[config.mk]
export PLATFORM = sky130hd
export DESIGN_NAME = resp_tx
export DESIGN_NICKNAME = d
export VERILOG_FILES = /design/src/rtl/resp_tx_pkg.sv /design/src/rtl/resp_tx_crc8.sv /design/src/rtl/resp_tx.sv
export SDC_FILE = /design/constraint.sdc
export NUM_CORES = 1
export LEC_CHECK = 0
export CAP_MARGIN = 30
export CORE_MARGIN = 1.5
export CORE_UTILIZATION = 47
export CTS_CLUSTER_DIAMETER = 50
export DETAILED_ROUTE_END_ITERATION = 16
export PLACE_DENSITY = 0.77
export SETUP_SLACK_MARGIN = 0.02
export SYNTH_ARGS = -nofsm -noshare
export SYNTH_HDL_FRONTEND = slang
export SYNTH_SLANG_ARGS = --single-unit
[constraint.sdc]
create_clock -name i_clk -period 2.5 [get_ports i_clk]
set_clock_uncertainty 0.05 [all_clocks]
set_input_delay 0.625 -clock i_clk [delete_from_list [all_inputs] [get_ports i_clk]]
set_output_delay 0.625 -clock i_clk [all_outputs]
set_load 0.005 [all_outputs]
[src/rtl/resp_tx_pkg.sv]
// Shared definitions for the response serialiser: descriptor layout, field encodings,
// DSC bit positions and the frame state encoding.
package resp_tx_pkg;

   localparam int         MREQ_NBIT    = 21;
   localparam logic [7:0] CMD_TX_START = 8'hA5;

   localparam int DSC_WSZ  = 0;
   localparam int DSC_PCRC = 2;

   localparam logic [3:0] MREQ_WFMT_32S0 = 4'd0;
   localparam logic [3:0] MREQ_WFMT_16S0 = 4'd1;
   localparam logic [3:0] MREQ_WFMT_16S1 = 4'd2;
   localparam logic [3:0] MREQ_WFMT_8S0  = 4'd3;
   localparam logic [3:0] MREQ_WFMT_8S1  = 4'd4;
   localparam logic [3:0] MREQ_WFMT_8S2  = 4'd5;
   localparam logic [3:0] MREQ_WFMT_8S3  = 4'd6;

   typedef struct packed {
      logic [7:0] wcnt;
      logic [3:0] wfmt;
      logic       wr;
      logic [7:0] tag;
   } mreq_t;

   typedef enum logic [2:0] {
      IDLE, H_START, H_DSC, H_TAG, H_WCNT, H_CRC, DATA, P_CRC
   } state_t;

   function automatic mreq_t unpack_mreq(input logic [MREQ_NBIT-1:0] raw);
      return mreq_t'(raw);
   endfunction

   // Writes and unknown formats carry no payload, so they collapse to size code 0.
   function automatic logic [1:0] wsz_of(input logic wr, input logic [3:0] wfmt);
      if (wr) return 2'd0;
      case (wfmt)
         MREQ_WFMT_32S0:                                            return 2'd3;
         MREQ_WFMT_16S0, MREQ_WFMT_16S1:                            return 2'd2;
         MREQ_WFMT_8S0, MREQ_WFMT_8S1, MREQ_WFMT_8S2, MREQ_WFMT_8S3: return 2'd1;
         default:                                                   return 2'd0;
      endcase
   endfunction

endpackage

[src/rtl/resp_tx_crc8.sv]
// Combinational CRC-8 step (polynomial x^8+x^2+x+1, MSB first): folds one byte into crc_in.
module resp_tx_crc8 (
   input  logic [7:0] crc_in,
   input  logic [7:0] data,
   output logic [7:0] crc_out
);

   always_comb begin
      logic [7:0] c;
      c = crc_in ^ data;
      for (int i = 0; i < 8; i++) begin
         c = c[7] ? ((c << 1) ^ 8'h07) : (c << 1);
      end
      crc_out = c;
   end

endmodule

[src/rtl/resp_tx.sv]
// Response-stream serialiser: 5-byte header, optional little-endian read payload and
// optional payload CRC, emitted one byte per downstream acknowledge.
module resp_tx
   import resp_tx_pkg::*;
#(
   parameter logic [7:0] START_BYTE  = CMD_TX_START,
   parameter int         DATA_NBIT   = 32,
   parameter bit         PAYLOAD_CRC = 1'b1
) (
   input  logic                 i_clk,
   input  logic                 i_rst,
   output logic [7:0]           o_tx_data,
   output logic                 o_tx_valid,
   input  logic                 i_tx_ready,
   input  logic                 i_mreq_valid,
   output logic                 o_mreq_ready,
   input  logic [MREQ_NBIT-1:0] i_mreq,
   input  logic [DATA_NBIT-1:0] i_rdata,
   input  logic                 i_rdata_valid,
   output logic                 o_rdata_ready
);

   state_t      state, state_next;
   mreq_t       req;
   logic [7:0]  tag, wcnt, hcrc, pcrc, hcrc_next, pcrc_next;
   logic [7:0]  dsc, data_byte, tx_data_raw, word_cnt;
   logic [1:0]  wsz, byte_cnt, byte_last;
   logic [31:0] rdata_ext;
   logic        tx_valid_raw, tx_ack, last_byte, last_word, frame_end, word_end;

   assign req       = unpack_mreq(i_mreq);
   // Narrow words are zero-extended so byte lanes beyond DATA_NBIT read as 0x00.
   assign rdata_ext = 32'(i_rdata);
   assign data_byte = rdata_ext[{byte_cnt, 3'b000} +: 8];
   assign byte_last = (wsz == 2'd3) ? 2'd3 : (wsz == 2'd2) ? 2'd1 : 2'd0;
   assign last_byte = (byte_cnt == byte_last);
   assign last_word = (word_cnt == wcnt);

   always_comb begin
      dsc                = '0;
      dsc[DSC_WSZ +: 2]  = wsz;
      dsc[DSC_PCRC]      = PAYLOAD_CRC && (wsz != 2'd0);
   end

   resp_tx_crc8 u_hdr_crc (.crc_in(hcrc), .data(tx_data_raw), .crc_out(hcrc_next));
   resp_tx_crc8 u_pay_crc (.crc_in(pcrc), .data(tx_data_raw), .crc_out(pcrc_next));

   // Reset masks the handshake outputs at once so an aborted frame never completes.
   assign o_tx_valid    = tx_valid_raw & ~i_rst;
   assign o_tx_data     = i_rst ? 8'h00 : tx_data_raw;
   assign tx_ack        = o_tx_valid & i_tx_ready;
   assign o_mreq_ready  = tx_ack & frame_end;
   assign o_rdata_ready = tx_ack & word_end;

   always_ff @(posedge i_clk) begin
      if (i_rst) begin
         state    <= IDLE;
         tag      <= '0;
         wcnt     <= '0;
         wsz      <= '0;
         hcrc     <= '0;
         pcrc     <= '0;
         byte_cnt <= '0;
         word_cnt <= '0;
      end else begin
         state <= state_next;
         if (state == IDLE && i_mreq_valid) begin
            tag  <= req.tag;
            wcnt <= req.wcnt;
            wsz  <= wsz_of(req.wr, req.wfmt);
            hcrc <= '0;
         end
         if (tx_ack) begin
            case (state)
               H_START, H_DSC, H_TAG, H_WCNT: hcrc <= hcrc_next;
               H_CRC: begin
                  pcrc     <= '0;
                  byte_cnt <= '0;
                  word_cnt <= '0;
               end
               DATA: begin
                  pcrc <= pcrc_next;
                  if (last_byte) begin
                     byte_cnt <= '0;
                     word_cnt <= word_cnt + 8'd1;
                  end else begin
                     byte_cnt <= byte_cnt + 2'd1;
                  end
               end
               default: ;
            endcase
         end
      end
   end

   always_comb begin
      state_next = state;
      case (state)
         IDLE:    if (i_mreq_valid) state_next = H_START;
         H_START: if (tx_ack) state_next = H_DSC;
         H_DSC:   if (tx_ack) state_next = H_TAG;
         H_TAG:   if (tx_ack) state_next = H_WCNT;
         H_WCNT:  if (tx_ack) state_next = H_CRC;
         H_CRC:   if (tx_ack) state_next = (wsz == 2'd0) ? IDLE : DATA;
         DATA:    if (tx_ack && last_byte && last_word) state_next = PAYLOAD_CRC ? P_CRC : IDLE;
         P_CRC:   if (tx_ack) state_next = IDLE;
         default: state_next = IDLE;
      endcase
   end

   always_comb begin
      tx_data_raw  = '0;
      tx_valid_raw = 1'b0;
      frame_end    = 1'b0;
      word_end     = 1'b0;
      case (state)
         H_START: begin tx_data_raw = START_BYTE; tx_valid_raw = 1'b1; end
         H_DSC:   begin tx_data_raw = dsc;        tx_valid_raw = 1'b1; end
         H_TAG:   begin tx_data_raw = tag;        tx_valid_raw = 1'b1; end
         H_WCNT:  begin tx_data_raw = wcnt;       tx_valid_raw = 1'b1; end
         H_CRC: begin
            tx_data_raw  = hcrc;
            tx_valid_raw = 1'b1;
            frame_end    = (wsz == 2'd0);
         end
         DATA: begin
            tx_data_raw  = data_byte;
            tx_valid_raw = i_rdata_valid;
            word_end     = last_byte;
            frame_end    = last_byte && last_word && (PAYLOAD_CRC == 1'b0);
         end
         P_CRC: begin
            tx_data_raw  = pcrc;
            tx_valid_raw = 1'b1;
            frame_end    = 1'b1;
         end
         default: ;
      endcase
   end

endmodule

==> results of run 1 <==
-- Yosys cell counts, drive strengths merged, types with 2 or more instances --
cell,number
nor2b,10
xor2,22
a31o,2
buf,13
and2,2
o22ai,5
nand2,58
nor4,3
mux2,4
clkbuf,10
nor3,11
nor2,28
xnor2,31
or2,2
nand3b,2
dfxtp,47
o211ai,4
nand4,2
nand2b,5
or3,4
and3,6
nand3,11
mux2i,8
a31oi,6
inv,13
a32oi,2
a2bb2oi,3
mux4,6
a211oi,3
o21ai,16
xnor3,5
a221o,4
a21oi,34
-- power by group --
group          internal [W]  switching (W)
Combinational      0.000523       0.000415
Clock              0.000200       0.000288
Sequential         0.000793      0.0000650
-- metal layers --
metal | vias up | share of wire | track usage
li1 | 1670 | - | -
met1 | 1698 | 0.40 | 0.352
met2 | 219 | 0.47 | 0.497
met3 | 43 | 0.089 | 0.0590
met4 | 0 | 0.035 | 0.0968
met5 | - | 0 | 0
-- registers in the layout, indices dropped and copies added (netlist names) --
name      cells
hcrc          8
pcrc          8
tag           8
wcnt          8
word_cnt      8
state         3
byte_cnt      2
wsz           2
-- worst reg2reg max path, cell delays in order, from the launching register on --
cell	delay [ns]
dfxtp_2	0.35
buf_12	0.14
buf_12	0.13
mux2i_1	0.11
o211ai_1	0.31
nand3_2	0.19
buf_6	0.17
nand3_4	0.09
buf_6	0.12
xnor3_2	0.37
xnor2_2	0.19
nor3_1	0.07
a221o_1	0.28
-- path summary, 6_finish.rpt --
kind	slack (ns)	endpoint	start	depth (start not counted)
min	0.42	tag[0]$_SDFFE_PP0P_	tag[0]$_SDFFE_PP0P_	2
max reg2reg	-0.17	hcrc[7]$_SDFF_PP0_	state[0]$_SDFFE_PP0P_	12
max	-0.19	o_tx_data[7]	byte_cnt[0]$_SDFFE_PP0P_	5
min reg2reg	0.42	tag[0]$_SDFFE_PP0P_	tag[0]$_SDFFE_PP0P_	2
-- timing repair --
item / CTS / global route
pin swaps: 37 / 24
endpoints found under the hold margin: 0 / 0
buffers inserted: 19 / 9
setup endpoints to repair: 25 / 24
gates resized for setup: 134 / 39
-- logic make-up after synthesis --
| family | count (synthesis) | synth area share |
|---|---|---|
| and+or+nand+nor | 148 | 0.213 |
| AOI/OAI and AO/OA | 89 | 0.184 |
| xor gates and xnor gates | 58 | 0.184 |
| DFF | 47 | 0.286 |
| buffers and inverters | 36 | 0.0468 |
| muxes | 18 | 0.0814 |
| adders and majority gates | 1 | 0.00380 |
-- final cells by class --
cell class,instances,area [um^2],area share
multi-input cells,314,2560,0.496
well taps,96,120,0.0232
clock inverters,3,25.0,0.00484
inverters,13,48.8,0.00944
clock buffers,5,68.8,0.0133
flip-flops and latches,47,950,0.184
repair buffers,157,1390,0.269
-- metrics by stage --
step | setup TNS (ns) | util
after floorplan | 0 | -
after global placement | -11.77 | 0.668
after detailed placement | -12.87 | 0.668
after CTS | -0.974 | 0.726
after global routing | -2.14 | 0.761
final | -1.53 | 0.761
==> summary.md, run 1 <==
| Metric | Value |
|---|---|
| Top delay family on crit path | multiplexers |
| Die H | 86.7 um |
| Crit-path max FO | 3 |
| Arr. time, crit path | ~2.0 ns |
| Failing checks | setup timing |
| Pre-CTS worst setup slack | -0.920 ns |
| EDFF count, synth | 0 |
| Fin Hold WS | approximately 0.42 ns |
| Synth top area cells | dfxtp_1 29%, xnor2_1 7.7%, nand2_1 6.6% |
| Core Area | slightly below 7000 um^2 |
| GRT overflow | 0 |
| N_diodes | 0 |
| Crit-path cells | mux4_2 -> mux2_4 -> a221oi_4 -> nor2_2 -> buf_2 |
| Total GRT Usage | 0.286 |
| WP buf/inv | 1 |
| Sequential fraction of the synthesis area | 0.286 |
| Global-route wire length before repair | around 17 mm |
| Critical path class | reg2out |
| Detailed Place HPWL | 7.73 mm |
| # hold bufs at CTS | 0 |
| Synth area leader | dfxtp_1 |
| Slew @ Worst Pin | roughly 0.45 ns |
| Row count | 30 |
| Most common cell after layout, fill and taps aside | buf_4 |
| Post-synth top area share | 0.286 |
| Final WL | ~12 mm |
| Synth warn | 0 |
| Largest net degree at the start of global routing | 20 |
| Largest stage delay on the critical path | 0.55 ns |
| Deepest clock path buffer count | 2 |
| Clock root buffer | clkbuf_8 |
| #FFs+latches synth | 47 |
| Final Hold Fails | 0 |
| GPL Wtd Cong | ~0.93 |
| Initial DRT Pass Iterations | 5 |
| Final period util | 1.08 |
| Fin. max-slew vios | 0 |
| Max rail drop VDD | 0.251 mV |
| Synth unique cells | between 60 and 70 |
| RSZ-0062 raised after global routing | true |
| Max-cap viol count | 0 |
| Main flop type after synthesis | dfxtp_1 |
| CTS tree | done |
| Final min period | between 2 and 3 ns |
| # fillers | 459 |
| Run status | finished, violations left |
| Die width | just under 90 um |
| Slowest-stage cell, CP | mux4_2 |
| Worst-Skew Late Latency | between 0.3 and 0.4 ns |
| Synth async-reset ratio | 0 |
| First DRT Iteration DRCs | 261 |
| Layout cells sized above 1 | 0.349 |
| Sink Count | 47 |
| Synth Net Count | between 400 and 500 |
| Via count | roughly 3600 |
| Wire length per cell | roughly 18 um |
| Worst EP required | 1.82 ns |
| Synthesized instance count | around 400 |
| DR DRC count | 0 |
| CTS clk-pin slew, worst paths | 0.10 ns |
| Starting density of the core | 0.484 |
| DRT antenna net count | 0 |
| HP Class | reg2reg |
| Synthesized area | ~3300 um^2 |
| F_max | around 370 MHz |
| Post-place instance area | ~4500 um^2 |
| Layout area overhead | 57.1% |
| Die footprint | between 7000 and 8000 um^2 |
| Leak Pwr | about 2.1 nW |
| Setup WS post-layout | -0.191 ns |
| Vias in the first global route | approximately 3300 |
| Finished Cell Area | 5170 um^2 |
| Crit. End Element | primary output |
| H-tree depth | 2 |
| Total CTS buffers | 5 |
| Ports | 69 |
| Pwr/cell area | between 400 and 500 nW/um^2 |
| Final setup fails | 15 |
| DP Cell Count | 604 |
| Most frequent cells in the layout | 67 x buf_4, 54 x nand2_1, 42 x dfxtp_1 |
| Initial antenna violation count | 0 |
| Final cell count without fillers | about 640 |
| Syn_area_per_cell | about 8.3 um^2 |
| Number of vias per cell | between 5 and 6 |
| Layout net count | approximately 600 |
| I/O Buffers | 68 |
| Worst rel slew slack | 0.697 |
| Tot Pwr | between 0.002 and 0.0025 W |
| CP startpoint kind | register |
Note: power is estimated with default switching activity, not from simulation.
==> run 2, diff against run 1 <==
- CORE_UTILIZATION: 47 -> 50
- PLACE_DENSITY: 0.77 -> 0.78
- clock period: 2.5 -> 3 ns (I/O delays scaled with it)
==> run 2 against run 1 <==
  * The run now ends clean
  * Combinational power shrank 36%
  * Sequential power shrank 16%
  * Sequential share of layout area grew 2.4 points
  * Routed wire length shrank 17%
  * Register-to-register slack gained 0.39 ns
  * Final area shrank 12%
  * Count of clock-buffer cells in the layout is the same
  * Hold slack lost 0.0012 ns
  * Die area shrank 5.8%
  * Core utilization shrank 4.6 points
==> summary.md, run 2 (synthesis results as in run 1) <==
| Metric | Value |
|---|---|
| Run status | finished, final reports clean |
| Fin Hold WS | 0.417 ns (-0.00124 ns) |
| DP Cell Count | 565 (-6.5%) |
| F_max | 340 MHz |
| Layout area overhead | 38.0% |
| Die H | 84.1 um (-2.9%) |
| CP startpoint kind | input port |
| Die width | 84.1 um (-2.9%) |
| First DRT Iteration DRCs | 236 (-9.6%) |
| Crit-path cells | clkdlybuf4s50_1 -> mux4_2 -> a21oi_2 -> buf_4 -> buf_4 -> buf_4 -> buf_6 -> xnor2_4 -> xnor2_2 -> xor2_1 -> nor3_1 -> a221o_1 |
| Deepest clock path buffer count | 2 (unchanged) |
| Top delay family on crit path | buffers and inverters |
| Wire length per cell | 16.5 um (-9.1%) |
| WP buf/inv | 5 (+4) |
| Max-cap viol count | 0 (unchanged) |
| Crit. End Element | register |
| N_diodes | 0 (unchanged) |
| Finished Cell Area | 4540 um^2 (-12%) |
| Detailed Place HPWL | 7.24 mm (-6.4%) |
| Most used cell, CP | buf_4 |
| Largest net degree at the start of global routing | 28 (+40%) |
| # hold bufs at CTS | 0 (unchanged) |
| Initial DRT Pass Iterations | 5 (unchanged) |
| HP Class | reg2reg |
| Worst-Skew Late Latency | 0.31 ns (about the same) |
| Total GRT Usage | 0.278 (-0.00847) |
| Vias in the first global route | 3257 (-1.5%) |
| Max rail drop VDD | 0.372 mV (+48%) |
| RSZ-0062 raised after global routing | true |
| I/O Buffers | 68 (unchanged) |
| Worst rel slew slack | 0.641 (-0.0555) |
| CTS clk-pin slew, worst paths | 0.10 ns (about the same) |
| Via count | 3291 (-9.3%) |
| DRT antenna net count | 0 (unchanged) |
| Leak Pwr | 1.77 nW (-17%) |
| Initial antenna violation count | 0 (unchanged) |
| Final period util | 0.979 |
| GPL Wtd Cong | 0.967 (+4.3%) |
| Final min period | 2.94 ns |
| Sink Count | 47 (unchanged) |
| Ports | 69 (unchanged) |
| Starting density of the core | 0.518 (+0.0339) |
| Final setup fails | 0 (-15) |
| Crit-path max FO | 2 (-1) |
| Number of vias per cell | 5.66 (-0.91%) |
| Fin. max-slew vios | 0 (unchanged) |
| DR DRC count | 0 (unchanged) |
| H-tree depth | 2 (unchanged) |
| Core Area | 6350 um^2 (-6.5%) |
| Slowest-stage cell, CP | mux4_2 |
| Arr. time, crit path | 3.09 ns (+1.07 ns) |
| Row count | 29 (-3.3%) |
| Die footprint | 7070 um^2 (-5.8%) |
| Layout cells sized above 1 | 0.218 (-0.131) |
| Post-place instance area | 4310 um^2 (-5.1%) |
| Final cell count without fillers | 581 (-8.5%) |
| Global-route wire length before repair | 15.7 mm (-4.7%) |
| GRT overflow | 0 (unchanged) |
| Critical path class | in2reg |
| Worst EP required | 3.15 ns (+1.33 ns) |
| Final Hold Fails | 0 (unchanged) |
| Total CTS buffers | 5 (unchanged) |
| CTS tree | done |
| Slew @ Worst Pin | 0.537 ns (+0.0869 ns) |
| # fillers | 527 (+15%) |
| Layout net count | 562 (-5.9%) |
| Final WL | 9.59 mm (-17%) |
| Largest stage delay on the critical path | 0.49 ns (-0.06 ns) |
| Most frequent cells in the layout | 56 x nand2_1, 53 x clkdlybuf4s50_1, 51 x buf_4 |
| Most common cell after layout, fill and taps aside | nand2_1 |
| Pwr/cell area | 382 nW/um^2 (-14%) |
| Clock root buffer | clkbuf_8 |
[run 2: changes by cell type in the layout (fill, tap and decap cells not counted), moves of 8 or more]
| cell | before | now |
|---|---|---|
| buf_2 | 12 | 4 |
| xnor2_1 | 16 | 24 |
| buf_4 | 67 | 51 |
| buf_6 | 18 | 3 |
| dlygate4sd2_1 | 28 | 6 |
| clkdlybuf4s50_1 | 26 | 53 |
[run 2: worst paths after layout]
| check | endpoint | slack, ns | start | depth (start not counted) |
|---|---|---|---|---|
| setup / recovery | hcrc[5]$_SDFF_PP0_ | 0.06 | i_rdata[28] | 12 |
| setup reg to reg | pcrc[1]$_SDFFE_PP0P_ | 0.22 | byte_cnt[1]$_SDFFE_PP0P_ | 10 |
| hold / removal | tag[2]$_SDFFE_PP0P_ | 0.42 | tag[2]$_SDFFE_PP0P_ | 2 |
| hold reg to reg | tag[2]$_SDFFE_PP0P_ | 0.42 | tag[2]$_SDFFE_PP0P_ | 2 |
[run 2: worst reg2reg max path: cells and delay by family, from the launching register on]
family	cells	cell delay, ns
and+or+nand+nor	1	0.30
buffers and inverters	2	0.43
DFF	1	0.46
muxes	1	0.22
xor gates and xnor gates	2	0.66
AOI/OAI and AO/OA	4	0.60
[run 2: stage by stage]
stage | TNS [ns] | total power, W | utilization | setup WS, ns
floorplan | 0 | 0.00106 | - | 0.337
global placement | -2.64 | 0.00127 | 0.678 | -0.505
detailed placement | -3.17 | 0.00129 | 0.678 | -0.513
CTS | 0 | 0.00170 | 0.700 | 0.0130
global route | -0.00737 | 0.00183 | 0.715 | -0.00737
finish | 0 | 0.00173 | 0.715 | 0.0619
[run 2: routing by layer]
| layer | track usage | vias to the layer above | wire (um) |
|---|---|---|---|
| li1 | - | 1598 | - |
| met1 | 0.371 | 1542 | 4210 |
| met2 | 0.454 | 129 | 4590 |
| met3 | 0.0396 | 22 | 562 |
| met4 | 0.109 | 0 | 227 |
| met5 | 0 | - | 0 |
[run 2: what timing repair did]
action,in CTS,in global routing
pin swaps,7,11
gates resized for setup,34,21
setup buffers,6,3
endpoints found under the setup margin,11,11
[run 2: final cells by class]
| type | count | area (um^2) | share of cell area |
|---|---|---|---|
| Inverter | 13 | 48.8 | 0.0107 |
| Timing Repair Buffer | 122 | 1050 | 0.232 |
| Clock buffer | 5 | 68.8 | 0.0152 |
| Clock inverter | 3 | 25.0 | 0.00551 |
| Multi-Input combinational cell | 314 | 2300 | 0.507 |
| Tap cell | 77 | 96.3 | 0.0212 |
| Sequential cell | 47 | 945 | 0.208 |
[run 2: power by group]
group	internal (W)	switching (W)
Sequential	0.000662	0.0000589
Combinational	0.000337	0.000261
Clock	0.000170	0.000244
==> run 3, diff against run 2 <==
==> constraint.sdc (replaced) <==
create_clock -name i_clk -period 3 [get_ports i_clk]
set_clock_uncertainty 0.05 [all_clocks]
set_input_delay 0.3 -clock i_clk [delete_from_list [all_inputs] [get_ports i_clk]]
set_output_delay 0.3 -clock i_clk [all_outputs]
set_load 0.005 [all_outputs]
==> run 3 against run 2 <==
  * Maximum frequency grew 4.2%
  * Cell count is 6.7% lower
  * Die area unchanged
  * Global-route usage is 1.1 points lower
  * Critical path type is now reg2out
  * Critical endpoint is now o_tx_data[7]
==> summary.md, run 3 (synthesis results as in run 1) <==
| Metric | Value |
|---|---|
| Run status | finished, final reports clean |
| R2R cell count | 8 (-2) |
| Hold Path Depth | 2 (unchanged) |
| N_diodes | 0 (unchanged) |
| Starting density of the core | 0.518 (unchanged) |
| Arr. time, crit path | 2.47 ns (-0.62 ns) |
| Worst EP required | 2.65 ns (-0.50 ns) |
| Pwr/cell area | 396 nW/um^2 (+3.8%) |
| Die footprint | 7070 um^2 (unchanged) |
| Total GRT Usage | 0.267 (-0.0107) |
| Worst rel slew slack | 0.667 (+0.0252) |
| Largest net degree at the start of global routing | 29 (+3.6%) |
| Initial DRT Pass Iterations | 4 (-1) |
| Reg-to-reg slack, setup | 0.31 ns (+0.09 ns) |
| Via count | 3188 (-3.1%) |
| H-tree depth | 2 (unchanged) |
| HP Class | reg2reg |
| RSZ-0062 raised after global routing | false |
| Worst-Skew Late Latency | 0.32 ns (about the same) |
| Largest stage delay on the critical path | 0.57 ns (+0.08 ns) |
| Sink Count | 47 (unchanged) |
| Layout cells sized above 1 | 0.112 (-0.106) |
| Row count | 29 (unchanged) |
| Max rail drop VDD | 0.303 mV (-19%) |
| Setup tns final | 0 ns (unchanged) |
| Deepest clock path buffer count | 2 (unchanged) |
| Crit-path max FO | 9 (+7) |
| # fillers | 547 (+3.8%) |
| Post-CTS Setup Bufs | 0 (-6) |
| Top delay family on crit path | multiplexers |
| Critical path class | reg2out |
| F_max | 355 MHz (+4.2%) |
| Multi-input logic area | 2190 um^2 (-4.6%) |
| Wire length per cell | 17.1 um (+3.7%) |
| Final period util | 0.940 (-0.0396) |
| CP startpoint kind | register |
| Pre-CTS worst setup slack | 0.257 ns (+0.770 ns) |
| Final min period | 2.82 ns (-0.119 ns) |
| Reg2reg start | byte_cnt[1]$_SDFFE_PP0P_ |
| Vias in the first global route | 3116 (-4.3%) |
| Hold path start | tag[5]$_SDFFE_PP0P_ |
| DRT antenna net count | 0 (unchanged) |
| Layout net count | 523 (-6.9%) |
| Final setup fails | 0 (unchanged) |
| DR DRC count | 0 (unchanged) |
| Setup WS post-layout | 0.181 ns (+0.119 ns) |
| Crit-path cells | mux4_2 -> mux2_4 -> a221oi_4 -> nor2_1 -> clkdlybuf4s50_1 |
| Final Hold Fails | 0 (unchanged) |
| Tot Pwr | 0.00165 W (-4.6%) |
| Hold EP | tag[5]$_SDFFE_PP0P_ |
| Most frequent cells in the layout | 68 x clkdlybuf4s50_1, 58 x nand2_1, 43 x dfxtp_1 |
| Number of vias per cell | 5.88 (+3.8%) |
| Ports | 69 (unchanged) |
| Slew @ Worst Pin | 0.498 ns (-0.0385 ns) |
| Max-cap viol count | 0 (unchanged) |
| Detailed Place HPWL | 7.28 mm (+0.59%) |
| Most common cell after layout, fill and taps aside | clkdlybuf4s50_1 |
| First DRT Iteration DRCs | 261 (+11%) |
| Fin. max-slew vios | 0 (unchanged) |
| Clock root buffer | clkbuf_8 |
| Total CTS buffers | 5 (unchanged) |
| Die H | 84.1 um (unchanged) |
| FF-to-FF End | pcrc[1]$_SDFFE_PP0P_ |
| GRT overflow | 0 (unchanged) |
| Layout area overhead | 26.9% |
| Die width | 84.1 um (unchanged) |
| Crit. End Element | primary output |
| GPL Wtd Cong | 0.936 (-3.2%) |
| Final WL | 9.28 mm (-3.3%) |
| I/O Buffers | 68 (unchanged) |
| Sequential cell area | 946 um^2 (+0.13%) |
| Initial antenna violation count | 0 (unchanged) |
| WP buf/inv | 1 (-4) |
| Slowest-stage cell, CP | mux4_2 |
| CTS clk-pin slew, worst paths | 0.09 ns (about the same) |
| Global-route wire length before repair | 15.1 mm (-4.2%) |
| Core Area | 6350 um^2 (unchanged) |
| CTS tree | done |
| Leak Pwr | 1.52 nW (-14%) |
-- run 3: cell types whose count changed in the layout (fill, tap and decap cells not counted), sizes merged --
cell,previous run,this run
buf,58,15
clkdlybuf4s50,53,68
dlygate4sd2,6,0
clkbuf,8,5
clkdlybuf4s15,2,0
-- run 3: tightest hold or removal path, cell delays in order (launching register included) --
cell and delay, ns:
dfxtp_1 0.32, nand2_1 0.05, a21oi_1 0.05
-- run 3: layout make-up --
| cell class | count | share of cell area |
|---|---|---|
| multi-input combinational | 314 | 0.526 |
| sequential | 47 | 0.227 |
| timing repair buffer | 83 | 0.190 |
| tap | 77 | 0.0231 |
| clock buffer | 5 | 0.0165 |
| inverter | 13 | 0.0117 |
| clock inverter | 3 | 0.00659 |
-- run 3: metal layers --
layer / vias up / global-route usage / share of wire
met1: 1538 / 0.347 / 0.44
met3: 20 / 0.0485 / 0.050
met4: 0 / 0.0864 / 0.020
met5: - / 0 / 0
met2: 111 / 0.449 / 0.49
li1: 1519 / - / -
-- run 3: timing repair --
item / CTS / global route
resized for setup: 0 / 4
hold buffers: 0 / 0
hold endpoints to repair: 0 / 0
endpoints found under the setup margin: 0 / 4
-- run 3: worst max-delay path by stage --
stage	start	end	slack [ns]	cells past startpoint
floorplan	byte_cnt[0]$_SDFFE_PP0P_	hcrc[3]$_SDFF_PP0_	0.61	8
finish	byte_cnt[0]$_SDFFE_PP0P_	o_tx_data[7]	0.18	5
global route	byte_cnt[1]$_SDFFE_PP0P_	o_tx_data[6]	0.08	7
detailed placement	state[0]$_SDFFE_PP0P_	pcrc[1]$_SDFFE_PP0P_	0.26	8
CTS	state[2]$_SDFFE_PP0P_	o_tx_data[2]	0.07	5
global placement	state[0]$_SDFFE_PP0P_	pcrc[1]$_SDFFE_PP0P_	0.29	8
-- run 3: power by group --
| group | total [W] | switching (W) | internal [W] |
|---|---|---|---|
| Combinational | 0.000511 | 0.000240 | 0.000272 |
| Clock | 0.000426 | 0.000253 | 0.000173 |
| Sequential | 0.000716 | 0.0000546 | 0.000662 |
| Total | 0.00165 | 0.000547 | 0.00111 |
-- run 3: per-stage QoR --
step | cell area, um^2 | instances | util | hold slack, ns
2_1_floorplan | 3290 | 397 | - | 0.354
3_3_place_gp | 4070 | 534 | 0.642 | 0.393
3_5_place_dp | 4070 | 534 | 0.642 | 0.399
4_1_cts | 4170 | 542 | 0.657 | 0.412
5_1_grt | 4180 | 542 | 0.658 | 0.440
6_report | 4180 | 542 | 0.658 | 0.410
